`config.mk`:
```
export PLATFORM = sky130hd
export DESIGN_NAME = ahbl_arbiter
export DESIGN_NICKNAME = d
export VERILOG_FILES = /design/src/rtl/ahbl_arbiter_pkg.sv /design/src/rtl/ahbl_arbiter_onehot_mux.sv /design/src/rtl/ahbl_arbiter.sv
export SDC_FILE = /design/constraint.sdc
export NUM_CORES = 1
export LEC_CHECK = 0
export ABC_AREA = 1
export BUFFER_PORTS_ARGS = -buffer_cell sky130_fd_sc_hd__buf_2
export CORE_MARGIN = 2
export CORE_UTILIZATION = 33
export CTS_BUF_LIST = sky130_fd_sc_hd__clkbuf_4
export DETAILED_ROUTE_END_ITERATION = 8
export GPL_TIMING_DRIVEN = 0
export PLACE_DENSITY = 0.63
export SETUP_SLACK_MARGIN = 0.05
export SYNTH_ARGS = -nofsm -noshare
export SYNTH_HDL_FRONTEND = slang
export SYNTH_SLANG_ARGS = --single-unit
```
`constraint.sdc`:
```
create_clock -name clk -period 16.78 [get_ports clk]
set_input_delay 3.356 -clock clk [delete_from_list [all_inputs] [get_ports clk]]
set_output_delay 3.356 -clock clk [all_outputs]
set_load 0.005 [all_outputs]
```
`src/rtl/ahbl_arbiter_pkg.sv`:
```
// ---------------------------------------------------------------------------
// ahbl_arbiter_pkg
// Shared definitions for the AHB-lite N:1 arbiter.
//   htrans_e    : AHB transfer-type encodings (IDLE/BUSY/NONSEQ/SEQ)
//   ap_ctrl_t   : fixed-width control part of one address phase
//   AP_CTRL_W   : width of ap_ctrl_t
// The variable-width fields (haddr, d_pc, hartid) are concatenated on top of
// ap_ctrl_t inside the arbiter so a whole address phase can travel through
// one generic one-hot mux.
// ---------------------------------------------------------------------------
package ahbl_arbiter_pkg;

  typedef enum logic [1:0] {
    HTRANS_IDLE   = 2'b00,
    HTRANS_BUSY   = 2'b01,
    HTRANS_NONSEQ = 2'b10,
    HTRANS_SEQ    = 2'b11
  } htrans_e;

  typedef struct packed {
    logic       hwrite;
    logic [1:0] htrans;
    logic [2:0] hsize;
    logic [2:0] hburst;
    logic [3:0] hprot;
    logic       hmastlock;
    logic       hexcl;
    logic [7:0] hmaster;
  } ap_ctrl_t;

  localparam int AP_CTRL_W = $bits(ap_ctrl_t);

endpackage

```
`src/rtl/ahbl_arbiter_onehot_mux.sv`:
```
// ---------------------------------------------------------------------------
// ahbl_arbiter_onehot_mux
// Generic AND-OR multiplexer with a one-hot select. An all-zero select
// yields an all-zero output.
//   sel      in  N     one-hot select
//   data_in  in  N*W   packed inputs, input i at slice i
//   data_out out W     selected input
// ---------------------------------------------------------------------------
module ahbl_arbiter_onehot_mux #(
  parameter int N = 2,
  parameter int W = 32
) (
  input  logic [N-1:0]   sel,
  input  logic [N*W-1:0] data_in,
  output logic [W-1:0]   data_out
);

  always_comb begin
    data_out = '0;
    for (int i = 0; i < N; i++) begin
      data_out = data_out | (data_in[i*W +: W] & {W{sel[i]}});
    end
  end

endmodule

```
`src/rtl/ahbl_arbiter.sv`:
```
// ---------------------------------------------------------------------------
// ahbl_arbiter
// AHB-lite N:1 arbiter. Merges N_PORTS upstream masters onto one downstream
// slave port with fixed priority (lowest index wins). A master that loses
// arbitration, or that requests while the slave is stalling, has its address
// phase captured in a per-port buffer and is stalled until the buffer is
// replayed. Locked transfers keep the bus on their port until that port
// issues an unlocked transfer or goes idle.
//
// Ports (per-master buses packed, port i at slice i):
//   clk, rst                      clock, async active-high reset
//   src_hready                    per-master hready (tie to src_hready_resp)
//   src_hready_resp/hresp/hexokay per-master responses
//   src_haddr .. src_hartid       per-master address phase and sidebands
//   src_hwdata                    per-master write data
//   src_hrdata                    read data, broadcast to all masters
//   dst_*                         single downstream slave port
// ---------------------------------------------------------------------------
module ahbl_arbiter
  import ahbl_arbiter_pkg::*;
#(
  parameter int N_PORTS = 2,
  parameter int W_ADDR  = 32,
  parameter int W_DATA  = 32
) (
  input  logic                      clk,
  input  logic                      rst,
  input  logic [N_PORTS-1:0]        src_hready,
  output logic [N_PORTS-1:0]        src_hready_resp,
  output logic [N_PORTS-1:0]        src_hresp,
  input  logic [N_PORTS*W_ADDR-1:0] src_haddr,
  input  logic [N_PORTS-1:0]        src_hwrite,
  input  logic [N_PORTS*2-1:0]      src_htrans,
  input  logic [N_PORTS*3-1:0]      src_hsize,
  input  logic [N_PORTS*3-1:0]      src_hburst,
  input  logic [N_PORTS*4-1:0]      src_hprot,
  input  logic [N_PORTS-1:0]        src_hmastlock,
  input  logic [N_PORTS*W_DATA-1:0] src_hwdata,
  output logic [N_PORTS*W_DATA-1:0] src_hrdata,
  input  logic [N_PORTS-1:0]        src_hexcl,
  input  logic [N_PORTS*8-1:0]      src_hmaster,
  output logic [N_PORTS-1:0]        src_hexokay,
  input  logic [N_PORTS*W_ADDR-1:0] src_d_pc,
  input  logic [N_PORTS*W_DATA-1:0] src_hartid,
  output logic                      dst_hready,
  input  logic                      dst_hready_resp,
  input  logic                      dst_hresp,
  input  logic                      dst_hexokay,
  output logic [W_ADDR-1:0]         dst_haddr,
  output logic                      dst_hwrite,
  output logic [1:0]                dst_htrans,
  output logic [2:0]                dst_hsize,
  output logic [2:0]                dst_hburst,
  output logic [3:0]                dst_hprot,
  output logic                      dst_hmastlock,
  output logic [W_DATA-1:0]         dst_hwdata,
  output logic                      dst_hexcl,
  output logic [7:0]                dst_hmaster,
  output logic [W_ADDR-1:0]         dst_d_pc,
  output logic [W_DATA-1:0]         dst_hartid,
  input  logic [W_DATA-1:0]         dst_hrdata
);

  // Flat address-phase layout: {hartid, d_pc, haddr, ap_ctrl_t}
  localparam int W_AP     = W_DATA + 2 * W_ADDR + AP_CTRL_W;
  localparam int ADDR_LSB = AP_CTRL_W;
  localparam int PC_LSB   = AP_CTRL_W + W_ADDR;
  localparam int HART_LSB = AP_CTRL_W + 2 * W_ADDR;

  logic [N_PORTS*W_AP-1:0] live_ap;
  logic [N_PORTS*W_AP-1:0] sel_ap;
  logic [N_PORTS*W_AP-1:0] buf_ap_q;
  logic [N_PORTS*W_AP-1:0] buf_ap_d;
  logic [N_PORTS-1:0]      buf_valid_q;
  logic [N_PORTS-1:0]      buf_valid_d;
  logic [N_PORTS-1:0]      gnt_d_q;
  logic [N_PORTS-1:0]      gnt_d_d;
  logic [N_PORTS-1:0]      lock_q;
  logic [N_PORTS-1:0]      lock_d;
  logic [N_PORTS-1:0]      live_req;
  logic [N_PORTS-1:0]      req;
  logic [N_PORTS-1:0]      grant;
  logic                    lock_active;
  logic [W_AP-1:0]         gnt_ap;
  logic [W_AP-1:0]         dst_ap;
  ap_ctrl_t                dst_ctrl;

  // Per-port request decode and buffer-vs-live source selection. A buffered
  // phase always takes precedence over whatever the stalled master drives.
  for (genvar i = 0; i < N_PORTS; i++) begin : g_port
    ap_ctrl_t live_ctrl;

    assign live_ctrl = '{
      hwrite:    src_hwrite[i],
      htrans:    src_htrans[2*i +: 2],
      hsize:     src_hsize[3*i +: 3],
      hburst:    src_hburst[3*i +: 3],
      hprot:     src_hprot[4*i +: 4],
      hmastlock: src_hmastlock[i],
      hexcl:     src_hexcl[i],
      hmaster:   src_hmaster[8*i +: 8]
    };

    assign live_ap[i*W_AP +: W_AP] = {src_hartid[i*W_DATA +: W_DATA],
                                      src_d_pc[i*W_ADDR +: W_ADDR],
                                      src_haddr[i*W_ADDR +: W_ADDR],
                                      live_ctrl};

    assign live_req[i] = src_hready[i] & src_htrans[2*i+1];
    assign req[i]      = buf_valid_q[i] | live_req[i];

    ahbl_arbiter_onehot_mux #(
      .N (2),
      .W (W_AP)
    ) u_src_mux (
      .sel      ({buf_valid_q[i], ~buf_valid_q[i]}),
      .data_in  ({buf_ap_q[i*W_AP +: W_AP], live_ap[i*W_AP +: W_AP]}),
      .data_out (sel_ap[i*W_AP +: W_AP])
    );
  end

  // Fixed-priority grant. A held lock only blocks others while the locked
  // port is still requesting; once it goes idle the bus is free again.
  always_comb begin
    grant       = '0;
    lock_active = |(lock_q & req);
    if (dst_hready_resp) begin
      if (lock_active) begin
        grant = lock_q;
      end else begin
        for (int i = N_PORTS - 1; i >= 0; i--) begin
          if (req[i]) begin
            grant    = '0;
            grant[i] = 1'b1;
          end
        end
      end
    end
  end

  ahbl_arbiter_onehot_mux #(
    .N (N_PORTS),
    .W (W_AP)
  ) u_gnt_mux (
    .sel      (grant),
    .data_in  (sel_ap),
    .data_out (gnt_ap)
  );

  // With no grant the slave sees IDLE, other fields follow port 0 live.
  always_comb begin
    dst_ap = gnt_ap;
    if (grant == '0) begin
      dst_ap = live_ap[W_AP-1:0];
    end
    dst_ctrl = dst_ap[AP_CTRL_W-1:0];
    if (grant == '0) begin
      dst_ctrl.htrans = HTRANS_IDLE;
    end
  end

  assign dst_haddr     = dst_ap[ADDR_LSB +: W_ADDR];
  assign dst_d_pc      = dst_ap[PC_LSB +: W_ADDR];
  assign dst_hartid    = dst_ap[HART_LSB +: W_DATA];
  assign dst_hwrite    = dst_ctrl.hwrite;
  assign dst_htrans    = dst_ctrl.htrans;
  assign dst_hsize     = dst_ctrl.hsize;
  assign dst_hburst    = dst_ctrl.hburst;
  assign dst_hprot     = dst_ctrl.hprot;
  assign dst_hmastlock = dst_ctrl.hmastlock;
  assign dst_hexcl     = dst_ctrl.hexcl;
  assign dst_hmaster   = dst_ctrl.hmaster;
  assign dst_hready    = dst_hready_resp;

  // Capture any live request that is not issued this cycle; release a
  // buffer once it has been granted. When the slave stalls, grant is zero,
  // so every live request lands in its buffer.
  always_comb begin
    buf_valid_d = buf_valid_q;
    buf_ap_d    = buf_ap_q;
    for (int i = 0; i < N_PORTS; i++) begin
      if (buf_valid_q[i]) begin
        if (grant[i]) begin
          buf_valid_d[i] = 1'b0;
        end
      end else if (live_req[i] && !grant[i]) begin
        buf_valid_d[i]            = 1'b1;
        buf_ap_d[i*W_AP +: W_AP] = live_ap[i*W_AP +: W_AP];
      end
    end
  end

  // Data-phase ownership and lock both advance only on accepted cycles.
  always_comb begin
    gnt_d_d = gnt_d_q;
    lock_d  = lock_q;
    if (dst_hready_resp) begin
      gnt_d_d = grant;
      lock_d  = ((grant != '0) && dst_ctrl.hmastlock) ? grant : '0;
    end
  end

  // Stall is built only from registered state and the slave's ready, so no
  // master's htrans can reach any hready_resp combinationally.
  always_comb begin
    src_hready_resp = '0;
    for (int i = 0; i < N_PORTS; i++) begin
      src_hready_resp[i] = gnt_d_q[i] ? dst_hready_resp : ~buf_valid_q[i];
    end
  end

  assign src_hresp   = gnt_d_q & {N_PORTS{dst_hresp}};
  assign src_hexokay = gnt_d_q & {N_PORTS{dst_hexokay}};
  assign src_hrdata  = {N_PORTS{dst_hrdata}};

  ahbl_arbiter_onehot_mux #(
    .N (N_PORTS),
    .W (W_DATA)
  ) u_wdata_mux (
    .sel      (gnt_d_q),
    .data_in  (src_hwdata),
    .data_out (dst_hwdata)
  );

  always_ff @(posedge clk or posedge rst) begin
    if (rst) begin
      buf_valid_q <= '0;
      buf_ap_q    <= '0;
      gnt_d_q     <= '0;
      lock_q      <= '0;
    end else begin
      buf_valid_q <= buf_valid_d;
      buf_ap_q    <= buf_ap_d;
      gnt_d_q     <= gnt_d_d;
      lock_q      <= lock_d;
    end
  end

endmodule

```
**Word-level counts from Yosys, hierarchy flattened**

Index checks and enable logic that the tools add are counted.

- Reductions and logical operators: 10
- Bitwise operators: 21
- Mux-type cells: 15

Operator list:

| operator | count |
|---|---|
| $and 119x119->119 | 6 |
| $or 119x119->119 | 3 |
| $mux 119 | 1 |
| $and 32x32->32 | 2 |
| $or 32x32->32 | 1 |
| $mux 2 | 6 |
| $mux 1 | 8 |
| $and 2x2->2 | 3 |
| $reduce_and 2->1 | 2 |
| $logic_and 1x1->1 | 3 |
| $and 1x1->1 | 2 |
| $logic_not 1->1 | 2 |
| $logic_not 2->1 | 1 |
| $not 1->1 | 2 |
| $or 1x1->1 | 2 |
| $reduce_bool 2->1 | 1 |
| $reduce_or 2->1 | 1 |

- Register bits after elaboration: 244
- Input port bits: 341
- Word-level logic and storage cells: 51
- Output and inout port bits: 222

**Depth between registers and ports, before layout**

- Word-level depth: 11
- Depth in mapped cells: 11
- Mapped depth without buffers: 8

**Modules after synthesis**

A second synthesis with hierarchy kept.

- Cells, all modules: 2791
- Area total of the unflattened synthesis: 17185.2 µm²

By module, submodules not included:

| module | area an instance (µm²) | sequential area each (µm²) | instances | cells each |
|---|---|---|---|---|
| ahbl_arbiter | 11881.4 | 6105.9 | 1 | 1540 |
| ahbl_arbiter_onehot_mux (g_port[0].u_src_mux ...) | 1625.3 | 0.0 | 3 | 383 |
| ahbl_arbiter_onehot_mux (u_wdata_mux) | 427.9 | 0.0 | 1 | 102 |

**Worst setup path after synthesis**

OpenSTA, ideal clock, no wires.

- Path kind: in2out
- Start point: input src_hready[0]
- End point: output dst_hartid[12]
- Arrival: 4315 ps
- Stages: 9
- Required time: 13424 ps
- Buffers on the path: 3
- Path slack: 9109 ps
- Path through: nand2_1 nand2_2 a21oi_2 nand2_2 buf_4 buf_6 buf_2 nand3_1 nand3_1

- Cells in the longest elaborated chain, start to end: 9
- Elaborated cells between the ends (all ways): 12
- Classes of those cells: mux (4); bitwise (6); reduce/logical (2)

RTL lines:

| what | RTL line | RTL |
|---|---|---|
| start, declared | ahbl_arbiter.sv:28 | `input logic [N_PORTS-1:0] src_hready,` |
| $and 1x1->1 (*) | ahbl_arbiter.sv:109 | `assign live_req[i] = src_hready[i] & src_htrans[2*i+1];` |
| $or 1x1->1 (*) | ahbl_arbiter.sv:110 | `assign req[i] = buf_valid_q[i] \| live_req[i];` |
| $and 2x2->2 | ahbl_arbiter.sv:126 | `lock_active = \|(lock_q & req);` |
| $reduce_or 2->1 | ahbl_arbiter.sv:126 |  |
| $mux 2 (*) | ahbl_arbiter.sv:128 | `if (lock_active) begin` |
| $mux 2 (*) | ahbl_arbiter.sv:127 | `if (dst_hready_resp) begin` |
| $and 119x119->119 | ahbl_arbiter_onehot_mux.sv:21 | `data_out = data_out \| (data_in[i*W +: W] & {W{sel[i]}});` |
| $or 119x119->119 | ahbl_arbiter_onehot_mux.sv:21 |  |
| $mux 119 (*) | ahbl_arbiter.sv:153 | `if (grant == '0) begin` |
| end, declared | ahbl_arbiter.sv:60 | `output logic [W_DATA-1:0] dst_hartid,` |

Every way passes the cells marked *; elsewhere a longest branch is shown, timed or not.

**Final worst setup path**

- Start point: input src_hready[0]
- End point: output dst_haddr[0]

- Cells in the longest elaborated chain, start to end: 9
- Elaborated cells between the ends (all ways): 12
- Classes of those cells: mux (4); bitwise (6); reduce/logical (2)

RTL lines:

| what | RTL line | RTL |
|---|---|---|
| $and 1x1->1 (*) | ahbl_arbiter.sv:109 |  |
| $or 1x1->1 (*) | ahbl_arbiter.sv:110 |  |
| $and 2x2->2 | ahbl_arbiter.sv:126 |  |
| $reduce_or 2->1 | ahbl_arbiter.sv:126 |  |
| $mux 2 (*) | ahbl_arbiter.sv:128 |  |
| $mux 2 (*) | ahbl_arbiter.sv:127 |  |
| $and 119x119->119 | ahbl_arbiter_onehot_mux.sv:21 |  |
| $or 119x119->119 | ahbl_arbiter_onehot_mux.sv:21 |  |
| $mux 119 (*) | ahbl_arbiter.sv:153 |  |
| end, declared | ahbl_arbiter.sv:49 | `output logic [W_ADDR-1:0] dst_haddr,` |

Marks and branches as above.

==> summary.txt <==
Timing
  • Max-slew headroom: 55.4%
  • Total Neg Setup Slack: 0 ps
  • Post-layout minimum cycle time: 8650 ps
  • Final setup vio count: 0
  • Hold_ws: 453 ps
  • Fmax: 116 MHz
  • Worst slew pin tran: 669 ps
  • Number of hold violations in the final report: 0
  • Skew final: 40.5 ps
  • Slew Limit Fails: 0
  • Period utilisation layout: 51.5%
  • RSZ-0062 raised after global routing: no

Clocking
  • Hold_buf cts: 0
  • H-tree depth: 3
  • Postcts setup bufs: 0
  • Sink Count: 244
  • Worst-Skew Late Latency: 790 ps
  • CTS tree: done
  • Post-cts sizing count: 0
  • CTS Root Buffer Type: clkbuf_4
  • Num CTS Buffers: 76
  • Clk slew on worst S/H paths: 60 ps
  • Clock buffer depth: 3

Placement
  • Final Wtd Congestion: 0.885
  • Final HPWL DP: 49000 µm
  • Port Buffers: 530

Die
  • Initial Util: 33.4%
  • Rows: 80
  • Die area: 0.0500 mm²
  • Die Ht: 224 µm
  • Die X: 224 µm
  • Core ar.: 0.0476 mm²
  • IO Pins: 563

Routing
  • Final Routed Wirelength: 64000 µm
  • Initial drt markers: 1288
  • Post-detailed-route count of antenna-violating nets: 0
  • Vias per Instance: 4.94
  • WL per Instance: 18.3 µm
  • DR pass1 iterations: 7
  • Drt drc: 0
  • DR vias: 17.3k

Power
  • Internal power: 1.44 mW
  • NetSw: 900 µW
  • PD cells: 115 mW/mm²
  • Sequential power share: 37.6%
  • Combinational Power Share: 36.6%
  • Sw Ratio: 38.4%
  • Clock share of power: 25.8%
  • Maximum vdd ir drop: 58.2 µV
  • Static leakage: 11.0 nW
  • Post-layout power: 2.34 mW

Setup path
  • Setup CP Type: input port to output port
  • Worst EP required: 13420 ps
  • CP arrival: 5290 ps
  • Crit Path Max Fanout: 10
  • CP Capture Type: output port
  • CP startpoint kind: input port

Synthesis
  • Synthesized area per cell: 7.17 µm²
  • Mapped Nets: 2561
  • Yosys warns: 0
  • Syn Inst Count: 2220
  • Yosys reg bits: 244
  • Synthesized area: 0.0159 mm²
  • Netlist cell types: 21
  • Post-synthesis sequential area ratio: 38.4%

Final layout
  • Register area: 0.00611 mm²
  • Number of fill cells in the layout: 5059
  • Final net count: 3171
  • Area grow syn2layout: 27.9%
  • Most common cell after layout, fill and taps aside: nand2_1
  • Commonest non-fill, non-tap cells in the layout: nand2_1, buf_2, o21ai_0, inv_1, dfrtp_1
  • Share of cells above drive strength 1: 35.4%
  • Area of the multi-input gates: 0.00731 mm²

Hold path
  • Worst Hold Class: flop to flop

Global routing
  • Initial antenna violation count: 17
  • GR Util All Layers: 25.0%
  • Pin count of the biggest net entering global routing: 121
  • Vias in the first global route: 16.9k
  • Total gr overflow: 0
  • First-pass GRT wire length: 96000 µm

Status
  • Status: finished, final reports clean

Job
  • Max cap viols: 0
Yosys cell counts (all sizes together):
cell / number / share of area (%)
o21ai: 476 / 17
nand2: 743 / 19
nor2: 4 / 0.094
inv: 253 / 6.0
nand3: 237 / 7.8
dfrtp: 244 / 38
clkbuf: 54 / 1.3
nand4: 1 / 0.039
a22o: 32 / 1.8
a21oi: 1 / 0.055
buf: 175 / 8.4
area by class of cell:
cell class	count	area share, %
Clock inverter	17	0.590
Multi-Input combinational cell	1494	35.9
Clock buffer	107	3.95
Sequential cell	244	30.0
Timing Repair Buffer	532	13.3
Buffer	229	7.60
Inverter	253	4.70
Antenna cell	15	0.184
Tap cell	615	3.78
critical path: stages:
cell and delay, ps:
buf_2 120, nand2_1 140, nand2_2 100, a21oi_2 170
nand2_2 90, inv_1 90, buf_2 390, buf_2 350
nand2_1 90, nand3_1 210, buf_2 180
through the flow:
| stage | utilization, % | std cells | setup WS [ps] | cell area (µm²) |
|---|---|---|---|---|
| 2_1_floorplan | - | 2220 | 6720 | 15900 |
| 3_5_place_dp | 40.7 | 3367 | 8140 | 19400 |
| 6_report | 42.7 | 3506 | 8130 | 20400 |
| 4_1_cts | 42.6 | 3491 | 8140 | 20300 |
| 5_1_grt | 42.7 | 3504 | 8050 | 20400 |
| 3_3_place_gp | 40.6 | 3365 | 3390 | 19300 |
worst paths after layout:
path / from / cells after the start / slack (ps) / endpoint
max reg2reg: buf_valid_q[1] / 8 / 14750 / buf_ap_q[91]
max in group asynchronous: rst / 3 / 13380 / buf_ap_q[183]
min reg2reg: buf_ap_q[21] / 2 / 450 / buf_ap_q[21]
min: buf_ap_q[21] / 2 / 450 / buf_ap_q[21]
min in group asynchronous: rst / 2 / 2500 / buf_ap_q[98]
max: src_hready[0] / 11 / 8130 / dst_haddr[0]
metal layers:
layer  track usage [%]  share of wire, %  up-vias
met5                 0             0.053        -
met2              41.2                48      716
met4              12.1               4.0        6
met1              31.3                42     8137
met3              5.10               6.6      147
li1                  -                 -     8312
power by group through the flow:
| stage | registers (mW) | clock network (mW) | logic [mW] |
|---|---|---|---|
| 2_1_floorplan | 0.864 | 0 | 0.552 |
| 3_3_place_gp | 0.878 | 0 | 0.840 |
| 3_5_place_dp | 0.886 | 0 | 0.858 |
| 4_1_cts | 0.878 | 0.626 | 0.860 |
| 5_1_grt | 0.901 | 0.654 | 0.957 |
| 6_report | 0.881 | 0.604 | 0.857 |
registers in the layout, indices dropped and copies added, names as in the netlist:
register	cells
buf_valid_q	2
lock_q	2
buf_ap_q	238
gnt_d_q	2
logic make-up after synthesis:
group                  Yosys count  share of synthesized area, %
AO/OA/AOI/OAI                  509                          19.1
buffers and inverters          482                          15.7
flip-flops                     244                          38.4
AND/OR/NAND/NOR                985                          26.8
No activity file was read; power rests on OpenSTA's default activity.
